[config.mk]
export PLATFORM = sky130hd
export DESIGN_NAME = stack_return_sequencer
export DESIGN_NICKNAME = d
export VERILOG_FILES = /design/src/rtl/stack_return_sequencer_pkg.sv /design/src/rtl/stack_return_sequencer.sv
export SDC_FILE = /design/constraint.sdc
export NUM_CORES = 1
export LEC_CHECK = 0
export CAP_MARGIN = 20
export CORE_UTILIZATION = 52
export DETAILED_ROUTE_END_ITERATION = 12
export PLACE_DENSITY_LB_ADDON = 0.08
export SLEW_MARGIN = 20
export SYNTH_ARGS = -nofsm -noshare
export SYNTH_HDL_FRONTEND = slang
export SYNTH_SLANG_ARGS = --single-unit
[constraint.sdc]
create_clock -name clk -period 3.85 [get_ports clk]
set_clock_uncertainty 0.15 [all_clocks]
set_input_delay 0.5775 -clock clk [delete_from_list [all_inputs] [get_ports clk]]
set_output_delay 0.5775 -clock clk [all_outputs]
set_load 0.01 [all_outputs]
[src/rtl/stack_return_sequencer_pkg.sv]
// -----------------------------------------------------------------------------
// stack_return_sequencer_pkg
//
// Types and constants shared between the stack return sequencer and the rest of
// the 6502-style CPU slice:
//   - cpu_addr_t         : 16-bit address bus type (also used by the PC block)
//   - STACK_PAGE_DEFAULT : high address byte of the hardware stack page
//   - srs_state_e        : state encoding of the push/pull sequencer FSM
//   - stack_addr()       : forms a full stack address from page and SP byte
// -----------------------------------------------------------------------------
package stack_return_sequencer_pkg;

    // Address type shared with the program counter block.
    typedef logic [15:0] cpu_addr_t;

    // The 6502 hardware stack lives in page $01.
    localparam logic [7:0] STACK_PAGE_DEFAULT = 8'h01;

    // Push/pull sequencer states.
    typedef enum logic [3:0] {
        ST_IDLE      = 4'd0,
        ST_PUSH_H    = 4'd1,
        ST_PUSH_L    = 4'd2,
        ST_PUSH_P    = 4'd3,
        ST_PULL_P    = 4'd4,
        ST_PULL_L    = 4'd5,
        ST_PULL_H    = 4'd6,
        ST_PULL_WAIT = 4'd7,
        ST_FINISH    = 4'd8
    } srs_state_e;

    // Every stack access stays inside the stack page: the SP only ever
    // supplies the low byte.
    function automatic cpu_addr_t stack_addr(input logic [7:0] page,
                                             input logic [7:0] sp);
        return {page, sp};
    endfunction

endpackage : stack_return_sequencer_pkg

[src/rtl/stack_return_sequencer.sv]
// -----------------------------------------------------------------------------
// stack_return_sequencer
//
// Stack-side counterpart of the program counter. Owns the 8-bit stack
// pointer, pushes PCH/PCL (and optionally P) for JSR/BRK/IRQ/NMI and pulls
// them back for RTS/RTI, handing the restored PC to the PC block through a
// one-cycle load pulse.
//
// Parameters
//   SP_RESET    stack pointer value after reset
//   STACK_PAGE  high address byte of every stack access
//
// Ports
//   clk, reset_n          clock (rising edge), async active-low reset
//   push_req, pull_req    start a push / pull sequence (sampled in IDLE only)
//   include_p             push/pull the status byte as well
//   rts_adjust            add 1 to the pulled PC (RTS)
//   pcl_in, pch_in, p_in  values to push
//   sp_in, sp_write       TXS: load SP (IDLE only, beats any request)
//   mem_rdata             read data, valid the cycle after mem_re
//   mem_addr, mem_wdata   stack address / write data
//   mem_we, mem_re        write / read strobes (never both)
//   pcl_out, pch_out      pulled PC (registered), pc_load one-cycle pulse
//   p_out, p_load         pulled status byte (registered), one-cycle pulse
//   sp_out                current stack pointer
//   busy, done            non-IDLE indicator, one-cycle completion pulse
// -----------------------------------------------------------------------------
module stack_return_sequencer
    import stack_return_sequencer_pkg::*;
#(
    parameter logic [7:0] SP_RESET   = 8'hFD,
    parameter logic [7:0] STACK_PAGE = STACK_PAGE_DEFAULT
) (
    input  logic        clk,
    input  logic        reset_n,
    input  logic        push_req,
    input  logic        pull_req,
    input  logic        include_p,
    input  logic        rts_adjust,
    input  logic [7:0]  pcl_in,
    input  logic [7:0]  pch_in,
    input  logic [7:0]  p_in,
    input  logic [7:0]  sp_in,
    input  logic        sp_write,
    input  logic [7:0]  mem_rdata,
    output cpu_addr_t   mem_addr,
    output logic [7:0]  mem_wdata,
    output logic        mem_we,
    output logic        mem_re,
    output logic [7:0]  pcl_out,
    output logic [7:0]  pch_out,
    output logic        pc_load,
    output logic [7:0]  p_out,
    output logic        p_load,
    output logic [7:0]  sp_out,
    output logic        busy,
    output logic        done
);

    // ------------------------------------------------------------------
    // State and datapath registers
    // ------------------------------------------------------------------
    srs_state_e  state_r;
    srs_state_e  state_s;

    logic [7:0]  sp_r;          // stack pointer
    logic [7:0]  pcl_lat_r;     // PCL captured at push request
    logic [7:0]  pch_lat_r;     // PCH captured at push request
    logic [7:0]  p_lat_r;       // P captured at push request
    logic        inc_p_r;       // sequence includes the status byte
    logic        adj_r;         // pulled PC gets +1 (RTS)
    logic        is_pull_r;     // current sequence is a pull
    logic [7:0]  pcl_pull_r;    // PCL read back, waiting for PCH
    logic [7:0]  pcl_out_r;
    logic [7:0]  pch_out_r;
    logic [7:0]  p_out_r;

    // 8-bit modulo arithmetic keeps every access inside the stack page.
    logic [7:0]  sp_inc_s;
    logic [7:0]  sp_dec_s;
    logic [15:0] pc_sum_s;

    assign sp_inc_s = sp_r + 8'd1;
    assign sp_dec_s = sp_r - 8'd1;
    // PCH arrives on mem_rdata in PULL_WAIT; the carry out of bit 15 is
    // dropped so $FFFF+1 wraps to $0000.
    assign pc_sum_s = {mem_rdata, pcl_pull_r} + {15'd0, adj_r};

    assign sp_out  = sp_r;
    assign pcl_out = pcl_out_r;
    assign pch_out = pch_out_r;
    assign p_out   = p_out_r;

    // ------------------------------------------------------------------
    // FSM state register
    // ------------------------------------------------------------------
    always_ff @(posedge clk or negedge reset_n) begin
        if (!reset_n) begin
            state_r <= ST_IDLE;
        end else begin
            state_r <= state_s;
        end
    end

    // ------------------------------------------------------------------
    // FSM next-state logic
    // ------------------------------------------------------------------
    always_comb begin
        state_s = state_r;
        case (state_r)
            ST_IDLE: begin
                // TXS wins outright; push beats pull when both are raised.
                if (sp_write) begin
                    state_s = ST_IDLE;
                end else if (push_req) begin
                    state_s = ST_PUSH_H;
                end else if (pull_req) begin
                    if (include_p) begin
                        state_s = ST_PULL_P;
                    end else begin
                        state_s = ST_PULL_L;
                    end
                end else begin
                    state_s = ST_IDLE;
                end
            end
            ST_PUSH_H: state_s = ST_PUSH_L;
            ST_PUSH_L: begin
                if (inc_p_r) begin
                    state_s = ST_PUSH_P;
                end else begin
                    state_s = ST_FINISH;
                end
            end
            ST_PUSH_P:    state_s = ST_FINISH;
            ST_PULL_P:    state_s = ST_PULL_L;
            ST_PULL_L:    state_s = ST_PULL_H;
            ST_PULL_H:    state_s = ST_PULL_WAIT;
            ST_PULL_WAIT: state_s = ST_FINISH;
            ST_FINISH:    state_s = ST_IDLE;
            default:      state_s = ST_IDLE;
        endcase
    end

    // ------------------------------------------------------------------
    // FSM output decode (strobes and pulses follow the current state only)
    // ------------------------------------------------------------------
    always_comb begin
        mem_addr  = 16'h0000;
        mem_wdata = 8'h00;
        mem_we    = 1'b0;
        mem_re    = 1'b0;
        busy      = 1'b1;
        done      = 1'b0;
        pc_load   = 1'b0;
        p_load    = 1'b0;
        case (state_r)
            ST_IDLE: begin
                busy = 1'b0;
            end
            // Pushes write at SP, then post-decrement.
            ST_PUSH_H: begin
                mem_addr  = stack_addr(STACK_PAGE, sp_r);
                mem_wdata = pch_lat_r;
                mem_we    = 1'b1;
            end
            ST_PUSH_L: begin
                mem_addr  = stack_addr(STACK_PAGE, sp_r);
                mem_wdata = pcl_lat_r;
                mem_we    = 1'b1;
            end
            ST_PUSH_P: begin
                mem_addr  = stack_addr(STACK_PAGE, sp_r);
                mem_wdata = p_lat_r;
                mem_we    = 1'b1;
            end
            // Pulls pre-increment: the read targets SP+1.
            ST_PULL_P, ST_PULL_L, ST_PULL_H: begin
                mem_addr = stack_addr(STACK_PAGE, sp_inc_s);
                mem_re   = 1'b1;
            end
            ST_PULL_WAIT: begin
                busy = 1'b1;
            end
            ST_FINISH: begin
                done    = 1'b1;
                pc_load = is_pull_r;
                p_load  = is_pull_r & inc_p_r;
            end
            default: begin
                busy = 1'b0;
            end
        endcase
    end

    // ------------------------------------------------------------------
    // Datapath: stack pointer, request latches and pulled-value capture
    // ------------------------------------------------------------------
    always_ff @(posedge clk or negedge reset_n) begin
        if (!reset_n) begin
            sp_r       <= SP_RESET;
            pcl_lat_r  <= 8'h00;
            pch_lat_r  <= 8'h00;
            p_lat_r    <= 8'h00;
            inc_p_r    <= 1'b0;
            adj_r      <= 1'b0;
            is_pull_r  <= 1'b0;
            pcl_pull_r <= 8'h00;
            pcl_out_r  <= 8'h00;
            pch_out_r  <= 8'h00;
            p_out_r    <= 8'h00;
        end else begin
            case (state_r)
                ST_IDLE: begin
                    if (sp_write) begin
                        sp_r <= sp_in;
                    end else if (push_req) begin
                        pcl_lat_r <= pcl_in;
                        pch_lat_r <= pch_in;
                        p_lat_r   <= p_in;
                        inc_p_r   <= include_p;
                        adj_r     <= 1'b0;
                        is_pull_r <= 1'b0;
                    end else if (pull_req) begin
                        inc_p_r   <= include_p;
                        adj_r     <= rts_adjust;
                        is_pull_r <= 1'b1;
                    end else begin
                        sp_r <= sp_r;
                    end
                end
                ST_PUSH_H, ST_PUSH_L, ST_PUSH_P: begin
                    sp_r <= sp_dec_s;
                end
                ST_PULL_P: begin
                    sp_r <= sp_inc_s;
                end
                ST_PULL_L: begin
                    sp_r <= sp_inc_s;
                    // mem_rdata holds the P byte read in PULL_P.
                    if (inc_p_r) begin
                        p_out_r <= mem_rdata;
                    end else begin
                        p_out_r <= p_out_r;
                    end
                end
                ST_PULL_H: begin
                    sp_r       <= sp_inc_s;
                    pcl_pull_r <= mem_rdata;
                end
                ST_PULL_WAIT: begin
                    pch_out_r <= pc_sum_s[15:8];
                    pcl_out_r <= pc_sum_s[7:0];
                end
                ST_FINISH: begin
                    sp_r <= sp_r;
                end
                default: begin
                    sp_r <= sp_r;
                end
            endcase
        end
    end

endmodule : stack_return_sequencer

==> results of run 1 <==
==> area by class of cell <==
cell class | count | area, um^2 | area share (%)
Sequential cell | 71 | 1785 | 34.68
Tap cell | 99 | 123.9 | 2.406
Multi-Input combinational cell | 275 | 1933 | 37.55
Inverter | 7 | 26.28 | 0.5103
Timing Repair Buffer | 106 | 1044 | 20.27
Clock buffer | 10 | 127.6 | 2.479
Clock inverter | 6 | 108.9 | 2.114
==> cell families (layout without fill, tap and decap cells) <==
family | Yosys count | after routing | share of synthesized area (%)
AOI/OAI and AO/OA | 84 | 84 | 13.20
DFF | 71 | 71 | 45.83
adders and majority gates | 4 | 4 | 1.285
xor gates and xnor gates | 16 | 16 | 3.597
other | 1 | 7 | 0.09625
muxes | 51 | 51 | 16.67
and+or+nand+nor | 113 | 113 | 14.19
buffers and inverters | 37 | 129 | 5.138
==> state kept, by name, indices dropped and copies added (netlist names), 4 cells and up <==
signal      flops
pch_out         8
pcl_lat_r       8
pch_lat_r       8
p_out           8
pcl_pull_r      8
p_lat_r         8
state_r         4
sp_out          8
pcl_out         8
==> layout by cell type (no fill, tap or decap), types with 8 or more instances in the layout <==
| cell type | n |
|---|---|
| clkdlybuf4s50_1 | 100 |
| dfrtp_1 | 64 |
| nand2_1 | 39 |
| o21ai_0 | 32 |
| mux2_2 | 31 |
| nor2_1 | 24 |
| mux2_4 | 20 |
| a21oi_1 | 13 |
| a22oi_1 | 10 |
| nand3_1 | 9 |
| nor3_1 | 9 |
| clkbuf_8 | 9 |
| xnor2_1 | 8 |
| xor2_1 | 8 |
==> routing by layer <==
layer / routed length [um] / share of wire (%) / GRT usage, % / vias up
met5: 0 / 0 / 0 / -
met4: 151 / 1.7 / 8.504 / 0
met3: 509 / 5.7 / 5.970 / 10
met2: 3976 / 45 / 34.41 / 126
met1: 4235 / 48 / 35.01 / 1513
li1: - / - / - / 1507
==> power by group through the flow <==
stage,Sequential (mW),Combinational [mW],Clock (mW)
final,1.50,2.24,0.714
after detailed placement,1.50,2.23,0
after global routing,1.55,2.45,0.761
after global placement,1.48,2.19,0
after floorplan,1.44,1.37,0
after CTS,1.49,2.25,0.726
==> metrics by stage <==
stage / setup WS, ns / area, um^2 / util, % / instances
finish: 0.4155 / 5149 / 70.99 / 574
floorplan: 1.498 / 3919 / - / 383
global route: 0.2741 / 5149 / 70.99 / 574
detailed placement: 0.8169 / 4912 / 67.72 / 558
global placement: 0.8663 / 4912 / 67.72 / 558
CTS: 0.4225 / 5149 / 70.99 / 574
==> path summary, 6_finish.rpt <==
kind,start,cells past startpoint,slack (ns),to
setup / recovery,state_r[3],6,0.42,mem_addr[7]
hold / removal,reset_n,1,0.06,pcl_out[7]
setup reg to reg,state_r[0],5,1.53,pcl_lat_r[3]
hold reg to reg,pch_out[7],2,0.33,pch_out[7]
max in group asynchronous,reset_n,2,2.49,p_lat_r[1]
min in group clk,pch_out[7],2,0.33,pch_out[7]
==> impl_metrics.tcl, run 1 <==
set metrics [dict create \
    status "finished, final reports clean" \
    grt_pass1_vias 2829 \
    root_buffer "clkbuf_8" \
    clk_pin_slew_ns 0.08 \
    synthTopCellsByArea "dfrtp_1 41%, mux2_2 9.0%, mux2_4 7.7%" \
    critical_path.max_fanout 11 \
    die_w_um 88.56 \
    clkSinkCount 71 \
    critical_path_buf_inv_count 2 \
    power.density_mw_per_mm2 864.9 \
    holdBufCountCts 0 \
    nFillCells 565 \
    clkPwrFrac_pct 16.0 \
    hold_viol_final 0 \
    hold_path.class "input pin to asynchronous set/reset pin" \
    max_freq_ghz 0.2912 \
    syn_to_final_growth_pct 32.15 \
    ys.flop_type "dfrtp_1" \
    yosysTopAreaCellShare_pct 41.10 \
    p_leak_nw 2.178 \
    rows 31 \
    seq_power_share_pct 33.6 \
    avgSynthCellArea_um2 10.33 \
    track_usage_pct 23.90 \
    synth-edff-count 0 \
    cts_tree "yes" \
    vias_per_cell 5.498 \
    wl_per_cell_um 15.46 \
    synthArstFlopShare_pct 100.0 \
    synth_common_cells "64 x dfrtp_1, 39 x nand2_1, 32 x o21ai_0" \
    power_mw 4.453 \
    core-area_mm2 0.007253 \
    cpPeakStageDelay_ns 0.55 \
    drc 0 \
    max-vdd-ir-drop_mv 0.4361 \
    ys_seq_elements 71 \
    combPwrFrac_pct 50.4 \
    syn_inst 377 \
    timing.hold.ws_ns 0.06478 \
    synth_top_area_cell "dfrtp_1" \
    cts_setup_buffers 0 \
    arrival_ns 2.71 \
    fin_setup_tns_ns 0 \
    antenna_found_initial 0 \
    p_switching_mw 1.611 \
    tightestPinTransition_ns 0.8393 \
    start_kind "register" \
    yosysMostFrequentCell "dfrtp_1" \
    routed_wl_um 8872 \
    rsz0062_at_grt "false" \
    first_iter_violations 222 \
    cpMostUsedCell "or2_1" \
    die_area_mm2 0.007843 \
    cap_violations 0 \
    fin_crit_ns 3.435 \
    cts_resized 0 \
    hpwl_um 6217 \
    clock_path_buffers 2 \
    antenna_left 0 \
    yosys_warnings 0 \
    maxSlewViolCount 0 \
    grt_max_degree 48 \
    fin_crit_sh_pct 89.21 \
    seq_area_frac_synth_pct 45.83 \
    finalSetupViolations 0 \
    diodes 0 \
    cts_max_level 3 \
    p_int_mw 2.843 \
    nets 521 \
    numCtsBuffers 9 \
    port_buffers 101 \
    end_kind "output port" \
    path_cells "or2_1, or2_1, inv_1, a21oi_1, o22ai_1, clkdlybuf4s50_1" \
    synthesis.area_mm2 0.003896 \
    vias 3156 \
    synth_cell_types 50 \
    worstSetupPathType "register to output port" \
    overflow 0 \
    worst_path_max_delay_cell "clkdlybuf4s50_1" \
    drtPass1Iterations 4 \
    required_ns 3.12 \
    start_util_pct 53.72 \
    cp_top_family "simple AND/OR/NAND/NOR gates" \
    worstSkewPairLatency_ns 0.35 \
    gp_congestion 0.8938 \
    slew_headroom_pct 43.91 \
    drive_gt1_share_pct 17.68 \
    die_h_um 88.56 \
    ioPinCount 109 \
    netSwitchingFraction_pct 36.17 \
    grt_pass1_wl_um 14040 \
]
Note: power is estimated with default switching activity, not from simulation.
==> run 2, diff against run 1 <==
--- a/config.mk
+++ b/config.mk
@@ -5,10 +5,10 @@
 export SDC_FILE = /design/constraint.sdc
 export NUM_CORES = 1
 export LEC_CHECK = 0
-export CAP_MARGIN = 20
-export CORE_UTILIZATION = 52
+export CORE_UTILIZATION = 48
 export DETAILED_ROUTE_END_ITERATION = 12
 export PLACE_DENSITY_LB_ADDON = 0.08
+export SKIP_CTS_REPAIR_TIMING = 1
 export SLEW_MARGIN = 20
 export SYNTH_ARGS = -nofsm -noshare
 export SYNTH_HDL_FRONTEND = slang
==> constraint.sdc (replaced) <==
create_clock -name clk -period 3.19 [get_ports clk]
set_clock_uncertainty 0.15 [all_clocks]
set_input_delay 0.4785 -clock clk [delete_from_list [all_inputs] [get_ports clk]]
set_output_delay 0.4785 -clock clk [all_outputs]
set_load 0.01 [all_outputs]
==> run 2 against run 1 <==
Net effect: critical path depth is the same; combinational power grew 24%; non-clock buffer count grew 7; die area grew 8.1%; total power grew 19%; highest routed layer unchanged; core utilization shrank 4.4 points; final cell count grew 1.7%; count of clock-buffer cells in the layout is the same.
==> impl_metrics.tcl, run 2 (synthesized netlist as in run 1, its figures left out) <==
set metrics [dict create \
    status "finished, final reports clean" \
    wl_per_cell_um 15.07 \
    fin_crit_ns 3.007 \
    tightestPinTransition_ns 0.7764 \
    overflow 0 \
    place_ws_ns 0.3816 \
    slew_headroom_pct 48.12 \
    instances_no_fill 584 \
    end_kind "output port" \
    clock_path_buffers 2 \
    dr_wl_met2_um 4055 \
    port_buffers 101 \
    start_util_pct 49.90 \
    start_kind "register" \
    wl_met3_um 575 \
    hold_path.class "register to register" \
    min_path_cells 2 \
    antenna_found_initial 0 \
    gp_congestion 0.8671 \
    nFillCells 665 \
    min_from "pch_out[3]" \
    crit_start "sp_out[0]" \
    max_freq_ghz 0.3325 \
    dpl.cell_count 567 \
    worstSkewPairLatency_ns 0.33 \
    arrival_ns 2.38 \
    grt_pass1_vias 2969 \
    clk_pin_slew_ns 0.09 \
    routed.top_layer "met4" \
    worst_path_max_delay_cell "dfstp_2" \
    p_leak_nw 2.188 \
    cap_violations 0 \
    critical_path_buf_inv_count 1 \
    crit_cells 6 \
    die_area_mm2 0.008481 \
    setup_slack_ns 0.1826 \
    hpwl_um 6364 \
    first_iter_violations 130 \
    diodes 0 \
    drtPass1Iterations 4 \
    maxSlewViolCount 0 \
    r2r_cells 5 \
    max-vdd-ir-drop_mv 0.4687 \
    numCtsBuffers 9 \
    cpPeakStageDelay_ns 0.62 \
    path_cells "ha_1, nand3_1, nor2_2, nand2_1, o21ai_0, clkdlybuf4s50_1" \
    grt_max_degree 69 \
    rrSetupSlack_ns 0.84 \
    rr_endpoint "p_lat_r[3]" \
    clkSinkCount 71 \
    fin_setup_tns_ns 0 \
    fin_crit_sh_pct 94.28 \
    placed_cell_area_mm2 0.004974 \
    rows 32 \
    die_h_um 92.10 \
    routed_wl_um 8801 \
    rsz0062_at_grt "false" \
    design_area_mm2 0.005200 \
    core-area_mm2 0.007807 \
    final_cell_mix "100 x clkdlybuf4s50_1, 64 x dfrtp_1, 39 x nand2_1" \
    cts_tree "yes" \
    die_w_um 92.10 \
    drive_gt1_share_pct 19.92 \
    track_usage_pct 22.36 \
    cts_max_level 3 \
    grt_pass1_wl_um 14880 \
    crit_end "mem_addr[6]" \
    final_common_cell "clkdlybuf4s50_1" \
    critical_path.max_fanout 10 \
    nets 528 \
    hold_viol_final 0 \
    vias 3097 \
    cp_top_family "flip-flops" \
    antenna_left 0 \
    ioPinCount 109 \
    finalSetupViolations 0 \
    required_ns 2.56 \
    reg2reg_from "state_r[0]" \
    root_buffer "clkbuf_8" \
    drc 0 \
    worstSetupPathType "register to output port" \
    vias_per_cell 5.303 \
    power.density_mw_per_mm2 1021 \
    met1_length_um 4073 \
    syn_to_final_growth_pct 33.46 \
]
[run 2: cell types whose count changed in the layout (fill, tap and decap cells not counted), sizes merged]
cell	change
buf	+6
bufinv	-2
clkinv	-1
clkinvlp	+3
dlygate4sd3	+1
[run 2: how the worst min path moves through the flow]
stage | slack, ns | to
floorplan | 0.03 | adj_r
global placement | 0.31 | pcl_out[7]
detailed placement | 0.32 | pch_out[3]
CTS | -0.03 | sp_out[3]
global route | 0.36 | pch_out[3]
finish | 0.33 | pch_out[3]
[run 2: worst min-delay path, delay by kind of cell, from the launching register on]
kind,cells,cell delay (ns)
flip-flops,1,0.35
AO/OA/AOI/OAI,1,0.06
AND/OR/NAND/NOR,1,0.04
[run 2: final cells by class]
cell class | instances | area [um^2] | share of cell area (%)
multi-input cells | 275 | 1941 | 37.32
flip-flops and latches | 71 | 1785 | 34.34
repair buffers | 113 | 1111 | 21.37
clock buffers | 10 | 137.6 | 2.647
well taps | 102 | 127.6 | 2.454
clock inverters | 6 | 67.56 | 1.299
inverters | 7 | 30.03 | 0.5775
[run 2: through the flow]
stage               utilization (%)  power, mW  hold WS (ns)
finish                        66.60      5.308        0.3324
global route                  66.60      5.702        0.3571
CTS                           66.33      5.321      -0.03325
detailed placement            63.70      4.566        0.3214
global placement              63.70      4.494        0.3145
floorplan                         -      3.392       0.03291
[run 2: routing by layer]
metal / vias to the layer above / GRT usage, %
met2: 116 / 33.46
met5: - / 0
met3: 9 / 5.473
met1: 1450 / 31.96
li1: 1522 / -
met4: 0 / 6.901
[run 2: power by group]
part	switching, mW	internal, mW
Clock	0.355	0.385
Sequential	0.401	1.40
Combinational	1.20	1.57
Total	1.96	3.35
==> run 3, diff against run 2 <==
--- a/config.mk
+++ b/config.mk
@@ -5,6 +5,7 @@
 export SDC_FILE = /design/constraint.sdc
 export NUM_CORES = 1
 export LEC_CHECK = 0
+export CORE_ASPECT_RATIO = 0.7
 export CORE_UTILIZATION = 48
 export DETAILED_ROUTE_END_ITERATION = 12
 export PLACE_DENSITY_LB_ADDON = 0.08
==> run 3 against run 2 <==
Net effect: total power rose by 9.4%; sequential share of layout area shrank 0.74 points; die area about the same; clock power up 61%; core utilization increased by 0.92 points; worst hold slack lost 0.24 ns; count of clock-buffer cells in the layout stayed put; final cell count decreased by 0.51%; worst setup slack got worse by 0.060 ns; via count is 4.2% higher.
==> impl_metrics.tcl, run 3 (synthesized netlist as in run 1, its figures left out) <==
set metrics [dict create \
    diodes 0 \
    start_util_pct 49.50 \
    slew_headroom_pct 39.58 \
    drc 0 \
    grt_max_degree 72 \
    fin_crit_sh_pct 96.16 \
    die_h_um 77.38 \
    final_cell_mix "100 x clkdlybuf4s50_1, 64 x dfrtp_1, 39 x nand2_1" \
    cap_violations 0 \
    required_ns 2.56 \
    rrSetupSlack_ns 0.85 \
    drtPass1Iterations 4 \
    antenna_found_initial 0 \
    rr_endpoint "pch_lat_r[2]" \
    placed_cell_area_mm2 0.004955 \
    met1_usage_pct 36.49 \
    overflow 0 \
    max-vdd-ir-drop_mv 0.4998 \
    root_buffer "clkbuf_16" \
    arrival_ns 2.44 \
    track_usage_pct 25.03 \
    finalSetupViolations 0 \
    fin_crit_ns 3.067 \
    cpPeakStageDelay_ns 0.58 \
    reg2reg_from "state_r[1]" \
    die_w_um 109.7 \
    critical_path.max_fanout 15 \
    met2_usage_pct 35.85 \
    grt.busiest_layer "met1" \
    grt_pass1_wl_um 15750 \
    gr-usage-met3_pct 7.731 \
    r2r_cells 5 \
    worstSetupPathType "register to output port" \
    p_leak_nw 2.247 \
    wl_per_cell_um 16.68 \
    clkSinkCount 71 \
    max_freq_ghz 0.3260 \
    tightestPinTransition_ns 0.9063 \
    power_mw 5.807 \
    power.density_mw_per_mm2 1093 \
    first_iter_violations 101 \
    nets 526 \
    end_kind "output port" \
    cp_top_family "buffers and inverters" \
    clk_pin_slew_ns 0.06 \
    gp_congestion 0.8706 \
    hold_viol_final 0 \
    cts_max_level 3 \
    critical_path_buf_inv_count 2 \
    cpMostUsedCell "or2_1" \
    rows 27 \
    hold_path.class "input pin to asynchronous set/reset pin" \
    hpwl_um 6867 \
    routed_wl_um 9691 \
    core-area_mm2 0.007871 \
    start_kind "register" \
    fin_setup_tns_ns 0 \
    final_common_cell "clkdlybuf4s50_1" \
    drive_gt1_share_pct 19.17 \
    worstSkewPairLatency_ns 0.34 \
    path_cells "or2_1, or2_1, buf_4, a21bo_2, o31ai_1, clkdlybuf4s50_1" \
    cts_tree "yes" \
    die_area_mm2 0.008487 \
    grt_pass1_vias 3048 \
    numCtsBuffers 9 \
    syn_to_final_growth_pct 36.42 \
    antenna_left 0 \
    vias_per_cell 5.556 \
    maxSlewViolCount 0 \
    clock_path_buffers 2 \
    worst_path_max_delay_cell "clkdlybuf4s50_1" \
    design_area_mm2 0.005315 \
    ioPinCount 109 \
    crit_start "state_r[2]" \
    port_buffers 101 \
    vias 3228 \
    status "finished, final reports clean" \
]
==> run 3: cell types whose count changed in the layout (fill, tap and decap cells not counted), sizes merged <==
cell	delta
clkinvlp	-1
buf	-1
inv	+1
clkinv	-2
dlygate4sd3	-1
bufinv	+2
==> run 3: worst max path at each step <==
stage	end	slack, ns	cells after the start
after floorplan	mem_addr[4]	0.94	8
after global placement	mem_addr[4]	0.51	7
after detailed placement	mem_addr[4]	0.41	7
after CTS	mem_addr[4]	0.03	7
after global routing	mem_addr[4]	-0.001	7
final	mem_addr[4]	0.12	6
==> run 3: cell type report <==
| cell class | count | area (um^2) |
|---|---|---|
| Fill cell | 627 | 2556 |
| Clock inverter | 6 | 115.1 |
| Inverter | 7 | 30.03 |
| Multi-Input combinational cell | 275 | 1936 |
| Timing Repair Buffer | 111 | 1084 |
| Sequential cell | 71 | 1785 |
| Tap cell | 101 | 126.4 |
| Clock buffer | 10 | 239.0 |
==> run 3: report_power, final <==
group | internal, mW | total (mW) | switching [mW]
Combinational | 1.56 | 2.82 | 1.25
Clock | 0.790 | 1.19 | 0.397
Sequential | 1.40 | 1.80 | 0.402
Total | 3.75 | 5.81 | 2.05
==> run 3: per-layer routing <==
| metal | wire length [um] | share of wire (%) |
|---|---|---|
| met5 | 0 | 0 |
| met4 | 160 | 1.7 |
| met2 | 4225 | 44 |
| met1 | 4778 | 49 |
| met3 | 527 | 5.4 |
==> run 3: stage by stage <==
| step | hold WS, ns | cells | utilization (%) | worst slack, ns |
|---|---|---|---|---|
| 2_1_floorplan | 0.03291 | 383 | - | 0.9369 |
| 3_3_place_gp | 0.3132 | 565 | 62.95 | 0.5076 |
| 3_5_place_dp | 0.3235 | 565 | 62.95 | 0.4082 |
| 4_1_cts | 0.1561 | 581 | 67.45 | 0.02882 |
| 5_1_grt | 0.1819 | 581 | 67.53 | -0.001319 |
| 6_report | 0.09385 | 581 | 67.53 | 0.1226 |
